### src/rtl/alu_issue_if.sv
// alu_issue_if: groups the buses around alu_issue.
//   instruction handshake : instr_valid, instr_ready, instr
//   ALU operand bus       : alu_rs1, alu_rs2, alu_funct3, alu_funct7
//   ALU result bus        : alu_rd, alu_z
//   writeback/status      : wb_valid, wb_addr, wb_data, illegal
// The slave modport is the issue block itself.
// The master modport is everything around it (fetch, the ALU and any writeback observer).
interface alu_issue_if #(
    parameter int XLEN = 32
);
    logic            instr_valid;
    logic            instr_ready;
    logic [31:0]     instr;
    logic [XLEN-1:0] alu_rs1;
    logic [XLEN-1:0] alu_rs2;
    logic [2:0]      alu_funct3;
    logic [6:0]      alu_funct7;
    logic [XLEN-1:0] alu_rd;
    logic            alu_z;
    logic            wb_valid;
    logic [4:0]      wb_addr;
    logic [XLEN-1:0] wb_data;
    logic            illegal;

    modport slave (
        input  instr_valid, instr, alu_rd, alu_z,
        output instr_ready, alu_rs1, alu_rs2, alu_funct3, alu_funct7,
               wb_valid, wb_addr, wb_data, illegal
    );

    modport master (
        output instr_valid, instr, alu_rd, alu_z,
        input  instr_ready, alu_rs1, alu_rs2, alu_funct3, alu_funct7,
               wb_valid, wb_addr, wb_data, illegal
    );
endinterface

### src/rtl/alu_issue.sv
// alu_issue: instruction-side driver for a registered RV32I ALU.
// It accepts one ALU instruction at a time and decodes it (R-type and I-type ALU ops).
// It reads operands from its internal register file and drives the ALU.
// One cycle later it writes the ALU result back.
// The FSM walks IDLE -> DECODE -> EXEC -> WB, giving one instruction per 4 cycles.
//
// Ports:
//   clk, rst  : rising-edge clock; asynchronous active-high reset
//   bus       : alu_issue_if.slave (handshake, ALU operand/result, writeback, illegal)
//   dbg_addr  : debug register-file read address
//   dbg_data  : combinational reg[dbg_addr], 0 for address 0
//   z_flag    : only with ALU_ZFLAG_EN defined; ALU zero flag latched at each writeback
//
// Optional feature macro: ALU_ZFLAG_EN. When it is undefined, alu_z is ignored.
module alu_issue #(
    parameter int XLEN = 32,
    parameter int NREG = 32
) (
    input  logic            clk,
    input  logic            rst,
    alu_issue_if.slave      bus,
    input  logic [4:0]      dbg_addr,
    output logic [XLEN-1:0] dbg_data
`ifdef ALU_ZFLAG_EN
    ,
    output logic            z_flag
`endif
);

    localparam logic [6:0] OP_R = 7'b0110011;
    localparam logic [6:0] OP_I = 7'b0010011;

    typedef enum logic [1:0] {IDLE, DECODE, EXEC, WB} state_t;

    state_t          state;
    logic [31:0]     instr_q;
    logic [XLEN-1:0] regs [NREG];

    logic            dec_legal;
    logic [XLEN-1:0] dec_rs1;
    logic [XLEN-1:0] dec_rs2;
    logic [2:0]      dec_funct3;
    logic [6:0]      dec_funct7;

    // Ready is masked by rst so it reads 0 throughout reset.
    // It rises as soon as reset is released.
    assign bus.instr_ready = (state == IDLE) && !rst;

    assign dbg_data = (dbg_addr == 5'd0) ? '0 : regs[dbg_addr];

`ifndef ALU_ZFLAG_EN
    logic unused_alu_z;
    assign unused_alu_z = bus.alu_z;
`endif

    // Decode of the captured instruction. ADDI never produces SUB.
    // For I-type ops, funct7 is taken from the immediate only for the shift-right pair.
    always_comb begin
        dec_legal  = 1'b0;
        dec_rs1    = (instr_q[19:15] == 5'd0) ? '0 : regs[instr_q[19:15]];
        dec_rs2    = '0;
        dec_funct3 = instr_q[14:12];
        dec_funct7 = 7'h00;
        case (instr_q[6:0])
            OP_R: begin
                dec_legal  = (instr_q[31:25] == 7'h00) || (instr_q[31:25] == 7'h20);
                dec_rs2    = (instr_q[24:20] == 5'd0) ? '0 : regs[instr_q[24:20]];
                dec_funct7 = instr_q[31:25];
            end
            OP_I: begin
                dec_legal  = 1'b1;
                dec_rs2    = {{(XLEN-12){instr_q[31]}}, instr_q[31:20]};
                dec_funct7 = (instr_q[14:12] == 3'b101) ? instr_q[31:25] : 7'h00;
            end
            default: dec_legal = 1'b0;
        endcase
    end

    // Sequencer.
    // The ALU outputs change only on the DECODE->EXEC edge and otherwise hold.
    // The wb_valid and illegal outputs are registered single-cycle pulses.
    always_ff @(posedge clk or posedge rst) begin
        if (rst) begin
            state          <= IDLE;
            instr_q        <= '0;
            bus.alu_rs1    <= '0;
            bus.alu_rs2    <= '0;
            bus.alu_funct3 <= '0;
            bus.alu_funct7 <= '0;
            bus.wb_valid   <= 1'b0;
            bus.wb_addr    <= '0;
            bus.wb_data    <= '0;
            bus.illegal    <= 1'b0;
`ifdef ALU_ZFLAG_EN
            z_flag         <= 1'b0;
`endif
            for (int i = 0; i < NREG; i++) begin
                regs[i] <= '0;
            end
        end else begin
            bus.wb_valid <= 1'b0;
            bus.illegal  <= 1'b0;
            case (state)
                IDLE: begin
                    if (bus.instr_valid) begin
                        instr_q <= bus.instr;
                        state   <= DECODE;
                    end
                end
                DECODE: begin
                    if (dec_legal) begin
                        bus.alu_rs1    <= dec_rs1;
                        bus.alu_rs2    <= dec_rs2;
                        bus.alu_funct3 <= dec_funct3;
                        bus.alu_funct7 <= dec_funct7;
                        state          <= EXEC;
                    end else begin
                        bus.illegal <= 1'b1;
                        state       <= IDLE;
                    end
                end
                EXEC: begin
                    state <= WB;
                end
                WB: begin
                    bus.wb_valid <= 1'b1;
                    bus.wb_addr  <= instr_q[11:7];
                    bus.wb_data  <= bus.alu_rd;
                    if (instr_q[11:7] != 5'd0) begin
                        regs[instr_q[11:7]] <= bus.alu_rd;
                    end
`ifdef ALU_ZFLAG_EN
                    z_flag <= bus.alu_z;
`endif
                    state <= IDLE;
                end
                default: state <= IDLE;
            endcase
        end
    end

endmodule

### src/flat_wrapper.sv
// flat-port wrapper written by rule: the top's interface ports become plain ports
module alu_issue_flat 
#(
    parameter int XLEN = 32,
    parameter int NREG = 32
)
  (clk, rst, dbg_addr, dbg_data, bus_instr_valid, bus_instr, bus_alu_rd, bus_alu_z, bus_instr_ready, bus_alu_rs1, bus_alu_rs2, bus_alu_funct3, bus_alu_funct7, bus_wb_valid, bus_wb_addr, bus_wb_data, bus_illegal);
  alu_issue_if #(.XLEN(XLEN)) bus_i ();
  input  logic clk;
  input  logic rst;
  input  logic [4:0] dbg_addr;
  output logic [XLEN-1:0] dbg_data;
  input wire logic [$bits(bus_i.instr_valid)-1:0] bus_instr_valid;
  input wire logic [$bits(bus_i.instr)-1:0] bus_instr;
  input wire logic [$bits(bus_i.alu_rd)-1:0] bus_alu_rd;
  input wire logic [$bits(bus_i.alu_z)-1:0] bus_alu_z;
  output wire logic [$bits(bus_i.instr_ready)-1:0] bus_instr_ready;
  output wire logic [$bits(bus_i.alu_rs1)-1:0] bus_alu_rs1;
  output wire logic [$bits(bus_i.alu_rs2)-1:0] bus_alu_rs2;
  output wire logic [$bits(bus_i.alu_funct3)-1:0] bus_alu_funct3;
  output wire logic [$bits(bus_i.alu_funct7)-1:0] bus_alu_funct7;
  output wire logic [$bits(bus_i.wb_valid)-1:0] bus_wb_valid;
  output wire logic [$bits(bus_i.wb_addr)-1:0] bus_wb_addr;
  output wire logic [$bits(bus_i.wb_data)-1:0] bus_wb_data;
  output wire logic [$bits(bus_i.illegal)-1:0] bus_illegal;
  assign bus_i.instr_valid = bus_instr_valid;
  assign bus_i.instr = bus_instr;
  assign bus_i.alu_rd = bus_alu_rd;
  assign bus_i.alu_z = bus_alu_z;
  assign bus_instr_ready = bus_i.instr_ready;
  assign bus_alu_rs1 = bus_i.alu_rs1;
  assign bus_alu_rs2 = bus_i.alu_rs2;
  assign bus_alu_funct3 = bus_i.alu_funct3;
  assign bus_alu_funct7 = bus_i.alu_funct7;
  assign bus_wb_valid = bus_i.wb_valid;
  assign bus_wb_addr = bus_i.wb_addr;
  assign bus_wb_data = bus_i.wb_data;
  assign bus_illegal = bus_i.illegal;
  alu_issue #(.XLEN(XLEN), .NREG(NREG)) u_core (.clk(clk), .rst(rst), .bus(bus_i), .dbg_addr(dbg_addr), .dbg_data(dbg_data));
endmodule
### config.mk
export PLATFORM = sky130hd
export DESIGN_NAME = alu_issue_flat
export DESIGN_NICKNAME = d
export VERILOG_FILES = /design/src/rtl/alu_issue_if.sv /design/src/rtl/alu_issue.sv /design/src/flat_wrapper.sv
export SDC_FILE = /design/constraint.sdc
export NUM_CORES = 2
export LEC_CHECK = 0
export CORE_MARGIN = 2
export CORE_UTILIZATION = 40
export CTS_CLUSTER_SIZE = 16
export DETAILED_ROUTE_END_ITERATION = 7
export PLACE_DENSITY_LB_ADDON = 0.08
export SETUP_SLACK_MARGIN = 0.5
export SLEW_MARGIN = 25
export SYNTH_ARGS = -nofsm -noshare
export SYNTH_HDL_FRONTEND = slang
export SYNTH_SLANG_ARGS = --single-unit
### constraint.sdc
create_clock -name clk -period 57.9 [get_ports clk]
set_clock_uncertainty 0.05 [all_clocks]
set_input_delay 11.58 -clock clk [delete_from_list [all_inputs] [get_ports clk]]
set_output_delay 11.58 -clock clk [all_outputs]
set_load 0.01 [all_outputs]
==> flow_summary.ini <==
[outcome]
outcome = completed

[critical_path]
worstPathRequired_ns = 46.27
r2r_start = u_core.state[0]
crit_chain = buf_8 > buf_4 > buf_12 > mux4_2 > mux4_2 > nand2_1 > o21ai_1 > clkdlybuf4s50_1
path_buf_inv = 4
reg2reg_slack_ns = 52.62
slowest_delay_ns = 0.74
end_kind = output port
crit_path_start = dbg_addr[0]
worstSetupPathType = input pin to output port
start_kind = input pin
rr_endpoint = u_core.regs[190]
crit_slowest_cell = buf_4
r2r.worst_path.cells = 8
crit_fanout = 92
arrival_ns = 15.88
cp_top_family = buffers and inverters
crit_top_cell = mux4_2

[routing]
detail_route.wl_per_cell_microns = 38.3
drt_iter0_drc = 5571
wirelength_microns = 280000
wl_met1_microns = 118000
antenna_left = 0
top_layer_used = met4
dr_total_vias = 48457
dr_wl_met3_microns = 18800
met2_wirelength_microns = 131000
drc = 0
route.detailed.vias_per_inst = 6.62
dr.pass1.iters = 5

[placement]
io_buffers = 217
post-dp-hpwl_microns = 162000
dp.cells = 7047
place_area_sq_um = 72100
gp_congestion = 0.835

[logic_synthesis]
netlist_area_sq_um = 68300
yosysSeqAreaShare = 0.429
synth.area.top_cells = dfrtp_1 (43%), mux4_2 (18%), mux2_1 (10%)
synth_common_cells = dfrtp_1 (1171), mux2_1 (631), mux4_2 (540)
synth_nets = 5108
synth_edf_count = 0
synth.most_common_cell = dfrtp_1
synth-main-ff-cell = dfrtp_1
synth_top_cell_area_share = 0.429
synth_top_area_cell = dfrtp_1
syn_area_per_cell_sq_um = 13.6
syn_inst = 5035
synth_cell_types = 62
yosys_warnings = 0
ys_seq_elements = 1171
async_reset_ff_frac = 1.00

[layout]
final_area_sq_um = 76800
fin_cells = 7317
finish.utilization = 0.453
drive_above_1_share = 0.302
areaGrowthSynthToFinish_pct = 12.4
num-nets-final = 5046

[pwr]
sw_frac_of_total = 0.316
p_total_mw = 2.37
power_density_nw_per_um2 = 30.8
internal_power_mw = 1.62
vdd_ir_drop_max_mv = 0.0302
p_sw_mw = 0.747
combPwrFrac = 0.221
p_leak_nw = 33.3
power_frac_seq = 0.388
clkPwrFrac = 0.391

[clock_network]
clock-sinks = 1171
clockBufferDepth = 3
hold_buffers = 0
post_cts_resized = 0
path_clk_slew_ns = 0.05
numCtsBuffers = 142
cts_tree = yes
cts_root_buf = clkbuf_16
cts_setup_buffers = 0
htree_levels = 4
clk_latency_ns = 0.80

[grt]
grt_pass1_vias = 48500
antenna_found_initial = 21
grt_util_all_layers = 0.321
grt-ovfl-total = 0
grt_max_degree = 144
grt_pass1_wl_microns = 394000

[timing]
fmax_mhz = 36.4
maxSlewHeadroom = 0.199
final_max_slew_viol_count = 0
setup_tns_ns = 0
rsz0062_at_grt = false
finalSetupViolations = 0
hold_violations = 0
tightest_slew_ns = 1.20
min_period_ns = 27.51
fin_crit_sh = 0.475

[hold_path]
min_path_cells = 0
hold_end = u_core.regs[1005]
hold_path.class = register to register
min_from = u_core.regs[1005]

[die]
dieArea_sq_um = 174000
fp.dieH_microns = 417
rows = 151
io_pins = 219
die_w_microns = 417
start_util = 0.403
coreArea_sq_um = 169000

[flow_run]
cap_violations = 0
-- worst register-to-register path: stages, from the launching register on --
cell and delay [ns]:
dfrtp_1 0.55, nand2_4 0.41, clkinv_2 0.55, buf_4 0.65
nand2_1 0.64, or2_1 0.53, nor2_4 0.65, buf_4 0.70
mux2_2 0.45
-- registers in the layout (all words and copies together) (netlist names), named ones only --
signal and flops:
u_core.state 1, u_core.instr_q 32, u_core.bus.wb_addr 5, u_core.bus.alu_rs2 32, u_core.regs 1024, u_core.bus.alu_rs1 32
u_core.bus.alu_funct7 7, u_core.bus.illegal 1, u_core.bus.wb_valid 1, u_core.bus.alu_funct3 3, u_core.bus.wb_data 32
-- worst max-delay path by stage --
stage	depth (start not counted)	slack, ns	endpoint
5_1_grt	8	30.10	dbg_data[9]
3_5_place_dp	8	30.26	dbg_data[21]
4_1_cts	8	30.26	dbg_data[21]
6_report	8	30.39	dbg_data[9]
2_1_floorplan	1	13.29	asynchronous set/reset pin
3_3_place_gp	8	30.26	dbg_data[21]
-- per-stage QoR --
stage | hold slack [ns] | setup WS [ns]
2_1_floorplan | 0.407 | 13.29
3_3_place_gp | 0.349 | 30.26
3_5_place_dp | 0.356 | 30.26
4_1_cts | 0.368 | 30.26
5_1_grt | 0.383 | 30.10
6_report | 0.363 | 30.39
-- cell families after synthesis --
family	synth area share
AO/OA/AOI/OAI	0.0642
buffers and inverters	0.0416
multiplexers	0.433
flip-flops	0.429
AND/OR/NAND/NOR	0.0321
-- layer usage --
metal | GRT usage | up-vias
met2 | 0.504 | 2126
li1 | - | 19385
met3 | 0.0513 | 501
met1 | 0.440 | 26445
met5 | 0 | -
met4 | 0.142 | 0
-- cells in the final DEF (no fill, tap or decap), drive strengths merged, types with 22 or more instances in the layout --
| cell | instances |
|---|---|
| o221ai | 24 |
| nand2 | 245 |
| mux4 | 543 |
| buf | 174 |
| nand3 | 109 |
| a22oi | 193 |
| a21oi | 103 |
| a221oi | 22 |
| clkdlybuf4s50 | 185 |
| clkbuf | 212 |
| a32o | 32 |
| dfrtp | 1171 |
| nor2 | 63 |
| mux2i | 428 |
| o31ai | 32 |
| mux2 | 1163 |
| inv | 42 |
| clkinv | 25 |
| o21ai | 78 |
| o22ai | 79 |
-- final cells by class --
class                           instances  area (sq um)
Fill cell                           15390         92700
Multi-Input combinational cell       3261         36600
Sequential cell                      1171         29300
Clock buffer                          212          4280
Timing Repair Buffer                  359          3210
Tap cell                             2218          2780
Clock inverter                         41           460
Inverter                               38           151
Antenna cell                           17          42.5
-- power groups by stage --
stage	clock, mW	combinational (mW)	sequential (mW)
floorplan	0	0.320	0.906
global placement	0	0.517	0.930
detailed placement	0	0.518	0.931
CTS	0.940	0.520	0.916
global route	0.975	0.546	0.921
finish	0.926	0.523	0.918
Power figures use the tool's default switching activity.
